===== config.mk =====
export PLATFORM = sky130hd
export DESIGN_NAME = fix_tokenizer
export DESIGN_NICKNAME = d
export VERILOG_FILES = /design/src/rtl/fix_tokenizer.sv
export SDC_FILE = /design/constraint.sdc
export NUM_CORES = 1
export LEC_CHECK = 0
export CAP_MARGIN = 10
export CORE_MARGIN = 2
export CORE_UTILIZATION = 60
export DETAILED_ROUTE_END_ITERATION = 10
export MAX_ROUTING_LAYER = met4
export PLACE_DENSITY = 0.89
export SYNTH_ARGS = -nofsm -noshare
export SYNTH_HDL_FRONTEND = slang
export SYNTH_SLANG_ARGS = --single-unit

===== constraint.sdc =====
create_clock -name clk -period 10.85 [get_ports clk]
set_clock_uncertainty 0.1 [all_clocks]
set_input_delay 2.7125 -clock clk [delete_from_list [all_inputs] [get_ports clk]]
set_output_delay 2.7125 -clock clk [all_outputs]
set_load 0.1 [all_outputs]

===== src/rtl/fix_tokenizer.sv =====
// fix_tokenizer
// Byte-level front end of the FIX receive path. Splits the raw ASCII stream
// of `<tag>=<value><SOH>` fields into tag/value tokens, marks message
// boundaries and verifies the CheckSum (tag 10) field.
//
// Ports
//   clk, rst            clock, synchronous active-high reset
//   byte_valid_i/byte_i input byte stream, accepted when byte_ready_o is high
//   byte_ready_o        low only while a token pulse is being driven
//   tag_valid_o/tag_o   one-cycle tag token, binary tag number
//   val_valid_o/val_o   one-cycle value token, bytes right-justified
//   start_of_message_o  with tag_valid_o on the first tag of a message
//   end_of_message_o    with tag_valid_o when the tag is 10
//   checksum_valid_o    level, set when the received CheckSum matched
//   parse_error_o       one-cycle pulse on a syntax error
`ifndef VALUE_DATA_WIDTH
`define VALUE_DATA_WIDTH 64
`endif

module fix_tokenizer #(
    parameter int VALUE_WIDTH    = `VALUE_DATA_WIDTH,
    parameter int MAX_TAG_DIGITS = 9
) (
    input  logic                   clk,
    input  logic                   rst,
    input  logic                   byte_valid_i,
    input  logic [7:0]             byte_i,
    output logic                   byte_ready_o,
    output logic                   tag_valid_o,
    output logic [31:0]            tag_o,
    output logic                   val_valid_o,
    output logic [VALUE_WIDTH-1:0] val_o,
    output logic                   start_of_message_o,
    output logic                   end_of_message_o,
    output logic                   checksum_valid_o,
    output logic                   parse_error_o
);

    localparam int         CNT_W = $clog2(MAX_TAG_DIGITS + 1);
    localparam logic [7:0] SOH   = 8'h01;
    localparam logic [7:0] EQ    = 8'h3D;

    typedef enum logic [1:0] {S_TAG, S_VAL, S_RESYNC} state_t;

    state_t state, state_nxt;

    logic [31:0]            tag_acc;
    logic [CNT_W-1:0]       digit_cnt;
    logic [VALUE_WIDTH-1:0] val_acc;
    logic                   first_tag;
    logic [7:0]             run_sum;
    logic [7:0]             tag_start_sum;
    logic [7:0]             cs_expected;
    logic                   in_cs;
    logic [9:0]             rx_cs;
    logic [2:0]             cs_digits;
    logic                   cs_bad;

    logic       take;
    logic       is_digit;
    logic       is_eq;
    logic       is_soh;
    logic [3:0] digit;
    logic       tag_done;
    logic       val_done;
    logic       err;
    logic       tag_digit;
    logic       val_byte;

    // A token pulse blocks intake for that one cycle, so a second token can
    // never be completed back-to-back with the first.
    assign byte_ready_o = !(tag_valid_o || val_valid_o);
    assign take         = byte_valid_i && byte_ready_o;
    assign is_digit     = (byte_i >= 8'h30) && (byte_i <= 8'h39);
    assign is_eq        = (byte_i == EQ);
    assign is_soh       = (byte_i == SOH);
    assign digit        = byte_i[3:0];

    always_ff @(posedge clk) begin
        if (rst) state <= S_TAG;
        else     state <= state_nxt;
    end

    always_comb begin
        state_nxt = state;
        tag_done  = 1'b0;
        val_done  = 1'b0;
        err       = 1'b0;
        tag_digit = 1'b0;
        val_byte  = 1'b0;
        if (take) begin
            case (state)
                S_TAG: begin
                    if (is_digit && digit_cnt != CNT_W'(MAX_TAG_DIGITS)) begin
                        tag_digit = 1'b1;
                    end else if (is_eq && digit_cnt != '0) begin
                        tag_done  = 1'b1;
                        state_nxt = S_VAL;
                    end else begin
                        err       = 1'b1;
                        state_nxt = S_RESYNC;
                    end
                end
                S_VAL: begin
                    if (is_soh) begin
                        val_done  = 1'b1;
                        state_nxt = S_TAG;
                    end else begin
                        val_byte = 1'b1;
                    end
                end
                S_RESYNC: begin
                    if (is_soh) state_nxt = S_TAG;
                end
                default: state_nxt = S_TAG;
            endcase
        end
    end

    always_ff @(posedge clk) begin
        if (rst) begin
            tag_valid_o        <= 1'b0;
            tag_o              <= '0;
            val_valid_o        <= 1'b0;
            val_o              <= '0;
            start_of_message_o <= 1'b0;
            end_of_message_o   <= 1'b0;
            checksum_valid_o   <= 1'b0;
            parse_error_o      <= 1'b0;
            tag_acc            <= '0;
            digit_cnt          <= '0;
            val_acc            <= '0;
            first_tag          <= 1'b1;
            run_sum            <= '0;
            tag_start_sum      <= '0;
            cs_expected        <= '0;
            in_cs              <= 1'b0;
            rx_cs              <= '0;
            cs_digits          <= '0;
            cs_bad             <= 1'b0;
        end else begin
            tag_valid_o        <= tag_done;
            val_valid_o        <= val_done;
            parse_error_o      <= err;
            start_of_message_o <= 1'b0;
            end_of_message_o   <= 1'b0;

            // The sum covers every accepted byte; bytes dropped while
            // resynchronising do not belong to any message.
            if (take && state != S_RESYNC) run_sum <= run_sum + byte_i;

            if (tag_digit) begin
                if (digit_cnt == '0) tag_start_sum <= run_sum;
                tag_acc   <= tag_acc * 32'd10 + {28'd0, digit};
                digit_cnt <= digit_cnt + 1'b1;
            end

            if (tag_done) begin
                tag_o              <= tag_acc;
                start_of_message_o <= first_tag;
                end_of_message_o   <= (tag_acc == 32'd10);
                if (first_tag) checksum_valid_o <= 1'b0;
                first_tag   <= 1'b0;
                in_cs       <= (tag_acc == 32'd10);
                cs_expected <= tag_start_sum;
                rx_cs       <= '0;
                cs_digits   <= '0;
                cs_bad      <= 1'b0;
                tag_acc     <= '0;
                digit_cnt   <= '0;
            end

            if (val_byte) begin
                val_acc <= {val_acc[VALUE_WIDTH-9:0], byte_i};
                if (in_cs) begin
                    if (is_digit) begin
                        rx_cs <= rx_cs * 10'd10 + {6'd0, digit};
                        if (cs_digits != 3'd7) cs_digits <= cs_digits + 3'd1;
                    end else begin
                        cs_bad <= 1'b1;
                    end
                end
            end

            if (val_done) begin
                val_o   <= val_acc;
                val_acc <= '0;
                if (in_cs) begin
                    checksum_valid_o <= !cs_bad && (cs_digits == 3'd3) &&
                                        (rx_cs == {2'b00, cs_expected});
                    run_sum   <= '0;
                    first_tag <= 1'b1;
                    in_cs     <= 1'b0;
                end
            end

            // Whatever follows the resync point is treated as a new message.
            if (err) begin
                tag_acc          <= '0;
                digit_cnt        <= '0;
                val_acc          <= '0;
                run_sum          <= '0;
                first_tag        <= 1'b1;
                in_cs            <= 1'b0;
                checksum_valid_o <= 1'b0;
            end
        end
    end

endmodule


==> summary.txt <==
Diode count -> 0
Antenna viol nets, final -> 0
Core area -> 19590 um2
Required time of the worst setup path -> 11170 ps
Area Overhead vs Synth -> 16.70%
Wirelength per Cell -> 16.76 um
Outcome -> finished, final reports clean
Synthesized instance count -> 1518
Final cell count without fillers -> 1866
TritonCTS clock tree -> done
Slowest CP cell -> clkdlybuf4s50_1
Setup bufs post-CTS -> 0
Pleak -> 0.005185 uW
Vias per inst -> 5.900
Synth Net Count -> 1622
Critical path type -> input port to register
PD cells -> 130.4 nW/um2
Detailed Place HPWL -> 20790 um
Largest net degree at the start of global routing -> 82
Chip height -> 145.8 um
Async SR Flop Fraction -> 0%
Routed vias -> 11.01k
RSZ-0062 raised after global routing -> false
Initial antenna violation count -> 0
Minimum clock period -> 5996 ps
Worst reg2reg path depth -> 13
Initial Util -> 61.60%
Pwr Total -> 1836 uW
VDD IR-drop max -> 109.6 uV
Max Fclk -> 0.1668 GHz
Synthesized flop and latch total -> 244
Routability cong. -> 0.9546
Post-synthesis sequential area ratio -> 40.48%
Clk sinks -> 244
Fill cells -> 1399
Period Utilization, post-route -> 55.26%
Max Cap Viol -> 0
Die X -> 145.8 um
Root buf cell -> clkbuf_16
Drt total wl -> 31280 um
Synth cell types -> 67
Row count -> 51
Final setup fails -> 0
HP Class -> register to register
CP top delay family -> simple AND/OR/NAND/NOR gates
Slew Viols, Final -> 0
H-tree depth -> 1
Final worst slack -> 4854 ps
Number of synthesized flops with an enable pin -> 0
Cell Chain, Critical Path -> clkdlybuf4s50_1 -> ha_1 -> inv_1 -> fa_1 -> nor2b_1 -> o2111ai_1 -> nor3_1 -> nor3b_2 -> nand4_1 -> nor3_2 -> nand4_1 -> xnor3_1 -> a211oi_2
Average cell area after synthesis -> 7.950 um2
Worst slack at placement -> 4497 ps
Worst path bufs/invs -> 2
Post-cts resize count -> 0
1st-iter DRT viols -> 1000
Layout cells sized above 1 -> 5.059%
Number of top-level pins -> 114
First-pass GRT wire length -> 51310 um
Hold Vio Cnt, Final -> 0
Post-Route Setup TNS -> 0 ps
Main synth FF type -> dfxtp_1
Hold Path Depth -> 2
Crit path launch type -> input port
Number of global-route vias before repair -> 10.45k
Worst-path clk slew -> 60 ps
GRT Total Usage -> 29.36%
Deepest clock path buffer count -> 3
Crit. path cell count -> 13
Nets -> 1688
Worst Setup End Kind -> register
CP dominant cell by count -> nand4_1
Yosys Warn Count -> 0
Remaining Overflow, GRT -> 0
Mapped Area -> 12070 um2
DRT Pass-1 Iters -> 5
Slew @ Worst Pin -> 1216 ps
CTS Buf Count -> 25
Slew headroom -> 18.63%
Max incr delay on CP -> 700 ps
Hold WS -> 354.1 ps
Hold-fix buffers, CTS -> 0
Die area -> 21260 um2
Worst EP arrival -> 6320 ps
Placed Cells -> 1822
IO buf count -> 113
Crit-path max FO -> 7
DR DRC count -> 0
Clock insertion delay at the later pin of the skew report -> 530 ps
[worst reg2reg max path: cells and delay by family (launching register included)]
family | cells | cell delay, ps
simple gates | 4 | 1170
compound gates | 4 | 1150
fa+ha+maj | 3 | 970
xor+xnor | 2 | 500
flops | 1 | 440
[layer usage]
layer / global-route usage, % / routed length [um]
met1: 37.71 / 13130
met3: 3.699 / 2311
met5: - / 0
met4: 9.853 / 1014
met2: 48.09 / 14830
[cells in the mapped netlist (3+ instances only)]
cell type | n | share of area, %
a211oi_1 | 27 | 1.7
a21o_1 | 10 | 0.62
a21oi_1 | 235 | 9.7
a22oi_1 | 9 | 0.56
a31oi_1 | 5 | 0.26
and2_1 | 7 | 0.36
and3_1 | 13 | 0.67
buf_1 | 5 | 0.16
buf_2 | 4 | 0.17
buf_6 | 4 | 0.37
clkbuf_1 | 66 | 2.1
dfxtp_1 | 244 | 40
fa_1 | 5 | 0.83
ha_1 | 88 | 9.1
inv_1 | 25 | 0.78
nand2_1 | 429 | 13
nand2b_1 | 6 | 0.31
nand3_1 | 25 | 1.0
nand4_1 | 11 | 0.57
nor2_1 | 90 | 2.8
nor2b_1 | 4 | 0.21
nor3_1 | 13 | 0.54
nor3b_1 | 3 | 0.19
nor4_1 | 12 | 0.62
o211ai_1 | 5 | 0.31
o21a_1 | 3 | 0.19
o21ai_0 | 25 | 1.0
o21bai_1 | 4 | 0.25
o31ai_1 | 6 | 0.37
or2_2 | 4 | 0.21
or3_1 | 8 | 0.41
xnor2_1 | 41 | 3.0
xor2_1 | 36 | 2.6
[power by group]
group / internal, uW / switching (uW) / total (uW)
clock network: 508 / 358 / 866
registers: 899 / 4.55 / 904
logic: 20.0 / 46.5 / 66.6
total: 1430 / 409 / 1840
[cells by family (layout without fill, tap and decap cells)]
logic type / after synthesis / count (layout) / share of synthesized area [%]
DFF: 244 / 244 / 40.48
buffers and inverters: 107 / 190 / 3.712
adders and majority gates: 93 / 93 / 9.953
AOI/OAI and AO/OA: 348 / 348 / 16.80
and+or+nand+nor: 644 / 644 / 22.93
muxes: 4 / 4 / 0.3525
xor gates and xnor gates: 78 / 78 / 5.775
[state kept, by name, indices dropped and copies added, names as in the netlist, 2 cells and up]
| signal | flops |
|---|---|
| cs_expected | 8 |
| val_acc | 64 |
| tag_o | 32 |
| val_o | 64 |
| run_sum | 8 |
| state | 2 |
| digit_cnt | 4 |
| cs_digits | 3 |
| tag_acc | 32 |
| tag_start_sum | 8 |
| rx_cs | 10 |
[stage by stage]
step           cell area, um2  utilization (%)
6_report                14080            71.89
4_1_cts                 14080            71.89
3_3_place_gp            13250            67.66
5_1_grt                 14080            71.89
3_5_place_dp            13250            67.66
2_1_floorplan           12070                -
[cells in the final DEF, fill, tap and decap left out, types with 4 or more instances in the layout]
master	n
or2_2	4
nor2b_1	4
o21ai_0	25
nand2_1	428
clkdlybuf4s50_1	112
dfxtp_1	244
nor4_1	12
xnor2_1	41
ha_1	88
a31oi_1	5
o211ai_1	5
inv_1	25
a211oi_1	27
and2_1	7
nor3_1	13
nor2_1	88
clkinv_2	4
o21bai_1	4
nand4_1	11
or3_1	8
nand2b_1	6
and3_1	11
a21oi_1	235
xor2_1	36
nand3_1	24
fa_1	5
o31ai_1	6
clkbuf_16	25
buf_4	9
a22oi_1	9
clkbuf_8	5
clkbuf_1	5
a21o_1	10
[cell type report]
type | instances | area (um2) | area share (%)
repair buffers | 121 | 1189 | 8.440
clock buffers | 35 | 713.2 | 5.064
well taps | 265 | 331.6 | 2.354
inverters | 25 | 93.84 | 0.6663
flip-flops and latches | 244 | 4885 | 34.68
multi-input cells | 1167 | 6755 | 47.97
clock inverters | 9 | 116.4 | 0.8262
[path summary, 6_finish.rpt]
check | from | to | slack, ps
setup / recovery | byte_i[1] | tag_acc[31] | 4850
hold / removal | val_o[60] | val_o[60] | 350
setup reg to reg | tag_acc[3] | tag_acc[31] | 6420
hold reg to reg | val_o[60] | val_o[60] | 350
No activity file was read; power rests on OpenSTA's default activity.
